<file path="config.mk">
export PLATFORM = sky130hd
export DESIGN_NAME = s_instr_encoder
export DESIGN_NICKNAME = d
export VERILOG_FILES = /design/src/rtl/s_instr_encoder.sv
export SDC_FILE = /design/constraint.sdc
export NUM_CORES = 1
export LEC_CHECK = 0
export BUFFER_PORTS_ARGS = -buffer_cell sky130_fd_sc_hd__buf_2
export CORE_AREA = 3 3 138 140
export DETAILED_ROUTE_END_ITERATION = 10
export DIE_AREA = 0 0 141 143
export RECOVER_POWER = 25
export SETUP_SLACK_MARGIN = 0.3
export SLEW_MARGIN = 25
export SYNTH_ARGS = -nofsm -noshare
export SYNTH_HDL_FRONTEND = slang
export SYNTH_SLANG_ARGS = --single-unit
</file>
<file path="constraint.sdc">
create_clock -name clk -period 2.22 [get_ports clk]
set_input_delay 0.222 -clock clk [delete_from_list [all_inputs] [get_ports clk]]
set_output_delay 0.222 -clock clk [all_outputs]
set_load 0.02 [all_outputs]
</file>
<file path="src/rtl/s_instr_encoder.sv">
// s_instr_encoder
//
// Packs RISC-V store fields (offset, rs2, rs1, funct3) into a 32-bit S-type
// instruction word and emits it through a 2-entry valid/ready buffer. Each
// emitted word carries a word-aligned address from an internal counter.
//
// Optional feature macro: S_ENC_RANGE_CHECK_EN
//   defined   : offsets outside -2048..2047 are consumed and dropped (err_pulse)
//   undefined : offset is silently truncated to offset[11:0]
//
// Ports:
//   clk, rst_n          clock, asynchronous active-low reset
//   flush               synchronous clear of buffer and address counter
//   in_valid/in_ready   input field-set handshake
//   offset, rs2, rs1    store fields (offset is a signed byte offset)
//   funct3              0=SB, 1=SH, 2=SW; 3..7 illegal
//   out_valid/out_ready output word handshake
//   instr_word          encoded instruction at the buffer head
//   instr_addr          address tag of instr_word
//   err_pulse           one-cycle pulse after a consumed-but-dropped input
//   word_count          saturating count of emitted words
module s_instr_encoder #(
  parameter int          ADDR_W    = 32,
  parameter logic [31:0] BASE_ADDR = 32'h0000_0000
) (
  input  logic              clk,
  input  logic              rst_n,
  input  logic              flush,
  input  logic              in_valid,
  output logic              in_ready,
  input  logic [31:0]       offset,
  input  logic [4:0]        rs2,
  input  logic [4:0]        rs1,
  input  logic [2:0]        funct3,
  output logic              out_valid,
  input  logic              out_ready,
  output logic [31:0]       instr_word,
  output logic [ADDR_W-1:0] instr_addr,
  output logic              err_pulse,
  output logic [15:0]       word_count
);

  localparam logic [ADDR_W-1:0] BASE = ADDR_W'(BASE_ADDR);
  localparam logic [6:0] OPCODE_STORE = 7'b0100011;

  typedef enum logic [1:0] {EMPTY, ONE, TWO} state_e;

  state_e            state_q;
  logic [31:0]       headWord_q;
  logic [31:0]       tailWord_q;
  logic [ADDR_W-1:0] headAddr_q;
  logic [ADDR_W-1:0] tailAddr_q;
  logic [ADDR_W-1:0] nextAddr_q;
  logic [ADDR_W-1:0] nextAddr_d;
  logic              errPulse_q;
  logic [15:0]       wordCount_q;
  logic [15:0]       wordCount_d;

  logic              rangeOk;
  logic              fieldsOk;
  logic              accept;
  logic              push;
  logic              pop;
  logic [31:0]       encWord;

`ifdef S_ENC_RANGE_CHECK_EN
  // A 12-bit signed immediate fits only when bits 31..11 are a pure sign extension.
  assign rangeOk = (offset[31:11] == '0) || (offset[31:11] == '1);
`else
  logic unusedOffsetHi;
  assign rangeOk        = 1'b1;
  assign unusedOffsetHi = ^offset[31:12];
`endif

  // Handshake readiness depends on buffer state only, so there is no
  // combinational path from any input to in_ready/out_valid.
  assign in_ready  = (state_q != TWO);
  assign out_valid = (state_q != EMPTY);

  // flush wins over both handshakes: a same-cycle accept or pop is ignored.
  assign fieldsOk = (funct3 <= 3'd2) && rangeOk;
  assign accept   = in_valid && in_ready && !flush;
  assign push     = accept && fieldsOk;
  assign pop      = out_valid && out_ready && !flush;

  assign encWord = {offset[11:5], rs2, rs1, funct3, offset[4:0], OPCODE_STORE};

  assign nextAddr_d  = nextAddr_q + ADDR_W'(4);
  assign wordCount_d = (wordCount_q == 16'hFFFF) ? wordCount_q : wordCount_q + 16'd1;

  assign instr_word = headWord_q;
  assign instr_addr = headAddr_q;
  assign err_pulse  = errPulse_q;
  assign word_count = wordCount_q;

  // Buffer FSM. The head registers are left untouched when the buffer
  // empties, which keeps the last popped word on the outputs.
  always_ff @(posedge clk or negedge rst_n) begin
    if (!rst_n) begin
      state_q     <= EMPTY;
      headWord_q  <= '0;
      tailWord_q  <= '0;
      headAddr_q  <= '0;
      tailAddr_q  <= '0;
      nextAddr_q  <= BASE;
      errPulse_q  <= 1'b0;
      wordCount_q <= '0;
    end else begin
      errPulse_q <= accept && !fieldsOk;
      if (pop) begin
        wordCount_q <= wordCount_d;
      end
      if (flush) begin
        state_q    <= EMPTY;
        nextAddr_q <= BASE;
      end else begin
        if (push) begin
          nextAddr_q <= nextAddr_d;
        end
        case (state_q)
          EMPTY: begin
            if (push) begin
              headWord_q <= encWord;
              headAddr_q <= nextAddr_q;
              state_q    <= ONE;
            end
          end
          ONE: begin
            if (push && pop) begin
              headWord_q <= encWord;
              headAddr_q <= nextAddr_q;
            end else if (push) begin
              tailWord_q <= encWord;
              tailAddr_q <= nextAddr_q;
              state_q    <= TWO;
            end else if (pop) begin
              state_q <= EMPTY;
            end
          end
          TWO: begin
            if (pop) begin
              headWord_q <= tailWord_q;
              headAddr_q <= tailAddr_q;
              state_q    <= ONE;
            end
          end
          default: state_q <= EMPTY;
        endcase
      end
    end
  end

endmodule

</file>
==> impl_metrics.csv, run 1 <==
group,metric,value,unit
clock_network,numClockSinks,161,
worst_setup_path,cp.required,2.56,ns
floorplan,dieArea,20160,sq um
synthesis,syn-instance-count,694,
route,top_layer,"met5",
route,drc,0,
grt,track_usage,16.16,%
worst_setup_path,critPathMaxStageDelay,0.46,ns
finish,nNetsFinal,860,
grt,gr-total-overflow,0,
power_and_ir_drop,ir_drop,0.6137,mV
finish,fin_area,8747,sq um
grt,grt_max_degree,111,
route,drt_wl_total,16310,microns
place,finalWeightedCongestion,0.7416,
clock_network,clk_root_buffer_cell,"clkbuf_16",
route,vias_per_cell,5.118,
power_and_ir_drop,p_leak,3.962,nW
floorplan,initial_core_util,39.83,%
route,final_antenna_net_count,0,
sta,post-route-period-util,82.43,%
synthesis,yosys_warnings,0,
worst_setup_path,cp.arrival,2.17,ns
worst_setup_path,reg2reg_to,"nextAddr_q[30]",
floorplan,die_h,143,microns
place,dp_hpwl,9779,microns
synthesis,synth-seq-cells,161,
min_path,min_path_type,"input port to flop",
grt,grt_pass1_wl,26330,microns
min_path,whs_endpoint,"tailWord_q[27]",
worst_setup_path,crit_path_end_kind,"flop",
floorplan,die_x,141,microns
route,wl_met3,623,microns
clock_network,clock_latency,0.42,ns
min_path,hold_depth,2,
worst_setup_path,r2r-start,"nextAddr_q[2]",
synthesis,synth_area,7154,sq um
route,met1_length,7808,microns
place,placed_area,7963,sq um
sta,hold_viol,0,
worst_setup_path,crit_slowest_cell,"or3_4",
run_status,outcome,"completed",
power_and_ir_drop,pwr-share-clk,41.2,%
worst_setup_path,crit_path_cell_trace,"ha_2, nand4_1, or3_4, or3_1, a21oi_1",
synthesis,yosys.cell_types.count,44,
clock_network,cts-buffers-inserted,17,
clock_network,clock_path_buffers,2,
power_and_ir_drop,pwr_density_cell,895.5,nW/um^2
floorplan,ios,133,
sta,worst_pin_slew,0.8956,ns
clock_network,cts_tree,"done",
grt,antenna_found_initial,1,
sta,setup_viol,0,
sta,slew_headroom,40.30,%
clock_network,cts_htree_levels,4,
synthesis,avgSynthCellArea,10.31,sq um
sta,skew,0.006681,ns
power_and_ir_drop,p_comb_share,14.9,%
sta,maxSlewViolCount,0,
worst_setup_path,critPathKind,"flop to flop",
power_and_ir_drop,sequentialPowerShare,44.0,%
sta,fin_crit,1.830,ns
route,drt_iter0_markers,268,
worst_setup_path,crit_family,"simple AND/OR/NAND/NOR gates",
clock_network,clk_pin_slew,0.06,ns
sta,timing.hold.ws,0.04850,ns
sta,fmax,546.5,MHz
worst_setup_path,reg2reg_slack,0.39,ns
sta,rsz0062_at_grt,"true",
finish,drive_gt1_share,30.00,%
worst_setup_path,worstPathMaxFanout,6,
power_and_ir_drop,swShare,27.12,%
finish,mostFrequentLayoutCell,"dfrtp_1",
worst_setup_path,critPathBufInv,0,
power_and_ir_drop,p_int,5.709,mW
finish,diodes,0,
route,vias,5369,
floorplan,coreArea,17960,sq um
sta,fin_tns_setup,0,ns
finish,syn_to_final_growth,22.26,%
run,drv_cap,0,
worst_setup_path,ff2ff_path_depth,5,
floorplan,row_count,49,
route,wl_per_cell,15.55,microns
worst_setup_path,critPathLaunchType,"flop",
min_path,hp-start,"offset[7]",
grt,grt_pass1_vias,5220,
finish,mostFrequentLayoutCells,"dfrtp_1 (155), nand2_1 (133), buf_2 (105), nor2_1 (76)",
route,firstDrtPassIters,6,
place,io_buffers,106,
route,wl_met2,7744,microns
power_and_ir_drop,p_sw,2.124,mW
synthesis,ys_seq_area_share,56.31,%
[metal layers]
metal,global-route usage [%],vias up
met4,3.468,2
li1,-,2602
met1,21.52,2663
met3,4.186,11
met5,0,-
met2,26.86,91
[cell families (layout without fill, tap and decap cells)]
family,after synthesis,count (layout),synth area share [%]
xor gates and xnor gates,27,27,3.305
DFF,161,161,56.31
and+or+nand+nor,298,298,18.94
muxes,63,63,9.776
adders and majority gates,2,2,0.3497
other,1,6,0.05242
buffers and inverters,57,178,3.900
AOI/OAI and AO/OA,85,85,7.363
[synthesized netlist by cell type, drive strengths merged]
cell type | instances | area, sq um
xor2 | 10 | 87.58
or3 | 8 | 60.06
nand3 | 15 | 75.07
or2b | 1 | 7.510
inv | 8 | 30.03
xnor2 | 17 | 148.9
a31oi | 55 | 344.1
nor4b | 1 | 8.760
clkinv | 1 | 5.000
or2 | 3 | 18.77
nand3b | 1 | 7.510
nor2b | 5 | 31.28
nand2b | 6 | 37.54
nor2 | 76 | 285.3
conb | 1 | 3.750
and3 | 4 | 26.28
mux2 | 55 | 619.3
nor4 | 10 | 62.56
a21oi | 14 | 81.33
and4 | 5 | 45.04
a221oi | 2 | 17.52
nand4 | 14 | 102.6
nor3 | 13 | 65.06
o2111ai | 1 | 8.760
nand2 | 133 | 499.2
dfrtp | 161 | 4029
clkbuf | 23 | 86.33
o31ai | 2 | 15.01
or4 | 1 | 8.760
o21ba | 1 | 10.01
o21ai | 10 | 50.05
nor3b | 1 | 7.510
and2 | 1 | 6.260
mux2i | 8 | 80.08
ha | 2 | 25.02
buf | 25 | 157.6
[stage by stage]
step	cells	utilization [%]	power (mW)	setup slack [ns]
5_1_grt	1049	48.69	8.196	0.2651
3_5_place_dp	1004	44.33	4.676	0.2148
3_3_place_gp	1004	44.33	4.655	0.2334
6_report	1049	48.69	7.833	0.3901
2_1_floorplan	699	-	4.200	0.3889
4_1_cts	1038	48.13	7.934	0.3111
[area by class of cell]
class | count | area (sq um)
Fill cell | 1689 | 9216
Sequential cell | 161 | 4036
Multi-Input combinational cell | 481 | 2909
Timing Repair Buffer | 138 | 830.8
Clock buffer | 18 | 439.2
Tap cell | 229 | 286.5
Clock inverter | 13 | 210.2
Inverter | 9 | 35.03
[flip-flops by register name (all words and copies together), names as in the netlist]
signal / flops
word_count: 16
state_q: 2
instr_addr: 30
nextAddr_q: 30
tailAddr_q: 30
err_pulse: 1
tailWord_q: 26
instr_word: 26
[power groups by stage]
stage               combinational [mW]  clock (mW)  sequential, mW
detailed placement                1.17           0            3.50
global route                      1.29        3.42            3.49
floorplan                        0.405           0            3.79
global placement                  1.16           0            3.49
CTS                               1.18        3.31            3.45
finish                            1.16        3.22            3.44
[worst max path at each step]
stage                     end  slack [ns]      startpoint  depth (start not counted)
3_3_place_gp   tailAddr_q[17]        0.23       funct3[0]                          6
4_1_cts        nextAddr_q[31]        0.31  nextAddr_q[16]                          5
3_5_place_dp   tailAddr_q[17]        0.21       funct3[0]                          6
5_1_grt        nextAddr_q[31]        0.27  nextAddr_q[19]                          5
6_report       nextAddr_q[30]        0.39   nextAddr_q[2]                          5
2_1_floorplan  nextAddr_q[31]        0.39      state_q[1]                          7
[timing repair]
item / CTS / global route
hold buffers: 1 / 0
setup buffers: 2 / 10
endpoints found under the setup margin: 4 / 69
pin swaps: 0 / 3
gates resized for setup: 4 / 12
hold endpoints to repair: 32 / 0
cloned: 0 / 1
Note: power is estimated with default switching activity, not from simulation.
==> run 2, diff against run 1 <==
- clock period: 2.22 -> 1.68 ns (I/O delays scaled with it)
==> run 2 against run 1 <==
Effect of this change:
- the flow now finishes with violations (negative setup slack)
- largest cell class unchanged
- critical path depth grew 5
- critical path type unchanged
- register-to-register slack lost 0.49 ns
- highest routed layer is now met4
- sequential share of layout area shrank 10 points
==> impl_metrics.csv, run 2 (synthesis results as in run 1) <==
group,metric,value,unit
sta,maxSlewViolCount,0,
route,vias,6213,
sta,fin_crit,1.782,ns
worst_setup_path,critPathKind,"flop to flop",
clock_network,clock_latency,0.43,ns
floorplan,initial_core_util,39.83,%
grt,use_met3,3.617,%
route,drt_wl_total,21100,microns
place,dp_hpwl,11720,microns
place,finalWeightedCongestion,0.7990,
finish,fin_cells,1184,
finish,drive_gt1_share,45.76,%
route,vias_per_cell,5.247,
floorplan,die_x,141,microns
route,final_antenna_net_count,0,
worst_setup_path,cp.required,2.02,ns
run_status,outcome,"finished with violations",
grt,gr-total-overflow,0,
sta,setup_viol,90,
grt,antenna_found_initial,0,
sta,skew,0.01119,ns
grt,track_usage,19.93,%
sta,rsz0062_at_grt,"true",
floorplan,ios,133,
route,drt_iter0_markers,383,
power_and_ir_drop,p_leak,5.201,nW
sta,slew_headroom,12.32,%
worst_setup_path,cp.arrival,2.12,ns
sta,post-route-period-util,106.1,%
min_path,min_path_type,"input port to flop",
sta,finalWorstSetupSlack,-0.1025,ns
route,firstDrtPassIters,5,
finish,diodes,0,
run,drv_cap,0,
sta,timing.hold.ws,0.03724,ns
finish,mostFrequentLayoutCells,"dfrtp_1 (145), nand2_1 (128), buf_2 (103), nor2_1 (69), buf_4 (64)",
grt,grt_pass1_vias,6343,
grt,grt_max_degree,51,
sta,fmax,561.0,MHz
route,wl_per_cell,17.82,microns
clock_network,clk_pin_slew,0.06,ns
floorplan,dieArea,20160,sq um
clock_network,clock_path_buffers,2,
finish,mostFrequentLayoutCell,"dfrtp_1",
grt,use_met2,33.54,%
sta,worst_pin_slew,1.315,ns
grt,use_met1,25.70,%
power_and_ir_drop,pwr_density_cell,946.9,nW/um^2
clock_network,clk_root_buffer_cell,"clkbuf_16",
run_status,violations,"negative setup slack",
place,place_inst,1054,
grt,grt_pass1_wl,32240,microns
clock_network,numClockSinks,161,
floorplan,coreArea,17960,sq um
finish,nNetsFinal,994,
clock_network,cts-buffers-inserted,17,
finish,syn_to_final_growth,56.77,%
clock_network,cts_htree_levels,4,
floorplan,die_h,143,microns
clock_network,cts_tree,"done",
route,drc,0,
worst_setup_path,crit_path_end_kind,"flop",
grt,busiest_layer,"met2",
power_and_ir_drop,ir_drop,0.7224,mV
worst_setup_path,critPathLaunchType,"flop",
worst_setup_path,worstPathMaxFanout,9,
place,io_buffers,106,
sta,hold_viol,0,
floorplan,row_count,49,
[run 2: changes by cell type in the layout (fill, tap and decap cells not counted), sizes merged]
cell	change
clkinv	+5
bufinv	-2
bufbuf	+1
buf	+107
dlygate4sd3	+22
clkbuf	+7
clkinvlp	-5
[run 2: area by class of cell]
class                      count  area, sq um
sequential                   161         4049
tap                          229        286.5
inverter                       9        43.79
clock buffer                  21        470.5
clock inverter                11        152.6
fill                        1386         6748
timing repair buffer         272         2579
multi-input combinational    481         3635
[run 2: where the power goes]
part | internal (mW) | switching (mW) | leakage, nW
Clock | 2.47 | 1.62 | 0.308
Combinational | 0.844 | 1.10 | 2.83
Sequential | 4.31 | 0.278 | 2.07
[run 2: worst paths after layout]
check / from / end / slack, ns / cells past startpoint
max in group asynchronous: rst_n / instr_word[27] / 0.13 / 3
hold / removal: funct3[1] / instr_word[13] / 0.04 / 3
setup reg to reg: state_q[0] / instr_word[22] / -0.10 / 10
setup / recovery: state_q[0] / instr_word[22] / -0.10 / 10
min in group asynchronous: rst_n / instr_word[16] / 0.56 / 2
hold reg to reg: word_count[14] / word_count[14] / 0.51 / 1
[run 2: what timing repair did]
item	4_1_cts	5_1_grt
pin swaps	33	36
hold buffers	23	0
resized for setup	97	73
hold endpoints to repair	80	0
endpoints found under the setup margin	161	161
setup buffers	35	24
cloned	8	8
[run 2: worst max-delay path, stage by stage (launching register included)]
cell and delay, ns:
dfrtp_2 0.42, buf_6 0.12, nor2b_4 0.18, buf_12 0.14
nand2_4 0.05, a21oi_4 0.14, buf_12 0.17, buf_12 0.14
buf_12 0.12, nor2_2 0.04, a31oi_1 0.17
[run 2: per-layer routing]
| layer | routed length (microns) | vias up |
|---|---|---|
| met3 | 839 | 35 |
| met2 | 10660 | 175 |
| met5 | 0 | - |
| li1 | - | 2885 |
| met1 | 9093 | 3118 |
| met4 | 507 | 0 |
[run 2: stage by stage]
step / worst slack, ns / TNS [ns] / power (mW) / area, sq um / utilization, %
3_3_place_gp: -0.1123 / -6.505 / 6.282 / 8725 / 48.57
3_5_place_dp: -0.1368 / -9.575 / 6.338 / 8725 / 48.57
4_1_cts: -0.07833 / -1.890 / 10.59 / 10550 / 58.74
6_report: -0.1025 / -3.274 / 10.62 / 11220 / 62.44
2_1_floorplan: -0.08130 / -0.3588 / 5.662 / 7649 / -
5_1_grt: -0.1674 / -18.15 / 11.06 / 11220 / 62.44
==> run 3, diff against run 2 <==
- ABC_AREA: unset -> 1
- CAP_MARGIN: unset -> 20
- CORE_AREA: 3 3 138 140 -> 3 3 143 145
- DIE_AREA: 0 0 141 143 -> 0 0 146 148
==> run 3 against run 2 <==
Effect of this change:
- the flow now finishes without violations
- hold slack worse by 0.030 ns
- clock skew about the same
- fmax is 8.2% higher
- sequential power is 7.8% higher
- non-clock buffer count fell by 67
- cell area shrank 6.1%
- clock power fell by 2%
- sequential share of layout area grew 2.3 points
- utilization is 8.0 points lower
- setup slack better by 0.14 ns
- sequential cell count is the same
- critical path type unchanged
- critical endpoint is now instr_word[13]
==> impl_metrics.csv, run 3 <==
group,metric,value,unit
worst_setup_path,cp.arrival,1.96,ns
sta,fin_crit,1.647,ns
synthesis,synth-seq-cells,161,
grt,gr-total-overflow,0,
place,io_buffers,106,
clock_network,cts_htree_levels,4,
grt,antenna_found_initial,0,
route,vias,6925,
finish,nNetsFinal,1182,
synthesis,synth.most_common_cell,"nand2_1",
finish,drive_gt1_share,29.22,%
synthesis,synthFlopType,"dfrtp_1",
power_and_ir_drop,ir_drop,0.6422,mV
clock_network,clock_latency,0.43,ns
place,place_inst,1301,
route,wl_per_cell,15.73,microns
floorplan,row_count,51,
place,finalWeightedCongestion,0.8430,
finish,num-fill-cells,1766,
clock_network,cts-buffers-inserted,17,
synthesis,synth_area,7659,sq um
synthesis,yosys_warnings,0,
sta,finalWorstSetupSlack,0.03294,ns
power_and_ir_drop,p_sw,3.807,mW
synthesis,synth_area_leader_cell,"dfrtp_1",
grt,track_usage,17.81,%
sta,slew_headroom,30.98,%
worst_setup_path,reg2reg_to,"instr_word[13]",
clock_network,cts_tree,"done",
route,vias_per_cell,4.918,
sta,fmax,607.1,MHz
grt,grt_pass1_wl,31310,microns
sta,maxSlewViolCount,0,
power_and_ir_drop,p_comb_share,23.8,%
place,placed_area,8663,sq um
sta,fin_tns_setup,0,ns
synthesis,synthArstFlopShare,100.0,%
route,drc,0,
grt,grt_max_degree,67,
finish,fin_cells,1408,
sta,worst_pin_slew,1.035,ns
power_and_ir_drop,pwr_density_cell,1114,nW/um^2
power_and_ir_drop,sequentialPowerShare,42.2,%
worst_setup_path,r2r-start,"state_q[1]",
worst_setup_path,reg2reg_slack,0.03,ns
power_and_ir_drop,pwr-share-clk,34.0,%
worst_setup_path,worstPathMaxFanout,16,
sta,rsz0062_at_grt,"true",
floorplan,die_h,148,microns
place,dp_hpwl,12070,microns
floorplan,initial_core_util,39.61,%
worst_setup_path,critPathKind,"flop to flop",
grt,grt_pass1_vias,6182,
clock_network,clk_pin_slew,0.07,ns
floorplan,ios,133,
finish,syn_to_final_growth,37.53,%
power_and_ir_drop,p_leak,5.385,nW
clock_network,numClockSinks,161,
power_and_ir_drop,swShare,32.45,%
route,final_antenna_net_count,0,
worst_setup_path,cp.required,2.00,ns
power_and_ir_drop,p_int,7.925,mW
worst_setup_path,ff2ff_path_depth,10,
run,drv_cap,0,
floorplan,coreArea,19330,sq um
worst_setup_path,startpoint,"state_q[1]",
synthesis,synth_top_cell_area_share,52.61,%
floorplan,die_x,146,microns
route,drt_iter0_markers,404,
finish,mostFrequentLayoutCells,"nand2_1 (289), dfrtp_1 (151), buf_2 (105), o21ai_1 (81), inv_1 (62)",
synthesis,synth_edf_count,0,
finish,diodes,0,
synthesis,ys_seq_area_share,52.61,%
floorplan,dieArea,21610,sq um
finish,fin_area,10530,sq um
synthesis,synth.area.top_cells,"dfrtp_1 (53%), nand2_1 (16%), o21ai_1 (4.8%)",
run_status,outcome,"completed",
worst_setup_path,crit_path_end_kind,"flop",
clock_network,clk_root_buffer_cell,"clkbuf_16",
synthesis,synth_common_cells,"nand2_1 (333), dfrtp_1 (161), nor2_1 (74), o21ai_1 (74), inv_1 (68)",
synthesis,avgSynthCellArea,8.087,sq um
synthesis,syn-instance-count,947,
worst_setup_path,crit_path_end,"instr_word[13]",
sta,skew,0.01094,ns
min_path,min_path_type,"input port to flop",
route,drt_wl_total,22140,microns
sta,setup_viol,0,
place,post-place-ws,0.06445,ns
synthesis,yosys.cell_types.count,32,
finish,mostFrequentLayoutCell,"nand2_1",
clock_network,clock_path_buffers,2,
worst_setup_path,critPathLaunchType,"flop",
sta,hold_viol,0,
sta,post-route-period-util,98.04,%
finish,post-route-util,54.47,%
route,firstDrtPassIters,5,
## run 3: changes by cell type in the layout (fill, tap and decap cells not counted), moves of 26 or more
cell and delta:
nand2_1 +161, a31oi_1 -50, o21ai_1 +79, mux2_4 -54, nand2_2 +32, o21ai_0 +37
buf_4 -26, inv_1 +56
## run 3: timing repair
| item | in CTS | in global routing |
|---|---|---|
| cloned | 3 | 11 |
| endpoints found under the hold margin | 58 | 0 |
| hold buffers | 24 | 0 |
| gates resized for setup | 14 | 121 |
| endpoints found under the setup margin | 161 | 162 |
| buffers inserted | 15 | 22 |
| pin swaps | 12 | 35 |
## run 3: metrics by stage
step,hold WS [ns],power (mW)
6_report,0.007326,11.73
5_1_grt,0.01328,12.30
4_1_cts,0.01181,11.37
3_5_place_dp,0.1091,7.321
3_3_place_gp,0.1096,7.267
2_1_floorplan,-0.1276,6.505
## run 3: area by class of cell
type / instances / area (sq um) / area share [%]
timing repair inverter: 1 / 6.256 / 0.05940
timing repair buffer: 205 / 1733 / 16.45
clock buffer: 19 / 452.9 / 4.300
tap: 265 / 331.6 / 3.148
sequential: 161 / 4041 / 38.37
clock inverter: 13 / 150.1 / 1.426
multi-input combinational: 673 / 3538 / 33.59
inverter: 71 / 279.0 / 2.649
## run 3: power by group through the flow
| stage | Sequential [mW] | Combinational [mW] | Clock [mW] |
|---|---|---|---|
| after CTS | 4.93 | 2.41 | 4.03 |
| after detailed placement | 5.00 | 2.32 | 0 |
| after floorplan | 5.49 | 1.01 | 0 |
| after global placement | 4.99 | 2.28 | 0 |
| final | 4.95 | 2.79 | 3.99 |
| after global routing | 5.04 | 3.04 | 4.22 |
## run 3: cell families (layout without fill, tap and decap cells)
logic type | Yosys count | count (layout) | synth area share [%]
XOR/XNOR | 11 | 11 | 1.258
AND/OR/NAND/NOR | 477 | 477 | 25.14
adder cells (fa/ha/maj) | 2 | 2 | 0.3267
other | 1 | 6 | 0.04896
buffers and inverters | 118 | 309 | 7.221
flip-flops | 161 | 161 | 52.61
AO/OA/AOI/OAI | 153 | 153 | 10.26
multiplexers | 24 | 24 | 3.137
## run 3: worst min path at each step
stage | start | endpoint | slack [ns] | cells after the start
4_1_cts | offset[11] | tailWord_q[31] | 0.01 | 3
3_3_place_gp | rst_n | instr_addr[10] | 0.11 | 1
5_1_grt | offset[11] | tailWord_q[31] | 0.01 | 3
6_report | offset[11] | tailWord_q[31] | 0.007 | 3
3_5_place_dp | rst_n | tailAddr_q[10] | 0.11 | 1
2_1_floorplan | rst_n | err_pulse | -0.13 | 0
## run 3: worst max-delay path: stages (launching register included)
cell	delay, ns
dfrtp_2	0.46
inv_2	0.07
nor2_1	0.06
nor2_2	0.13
nand2_4	0.10
a21oi_4	0.17
nand2_4	0.08
buf_12	0.16
clkbuf_16	0.19
nand2_1	0.06
o21ai_1	0.06
## run 3: routing by layer
layer  vias to the layer above  track usage, %  share of wire (%)
li1                       3409               -                  -
met1                      3292           24.15                 45
met2                       182           28.40                 48
met3                        42           3.525                4.6
met4                         0           6.914                2.3
met5                         -               0                  0
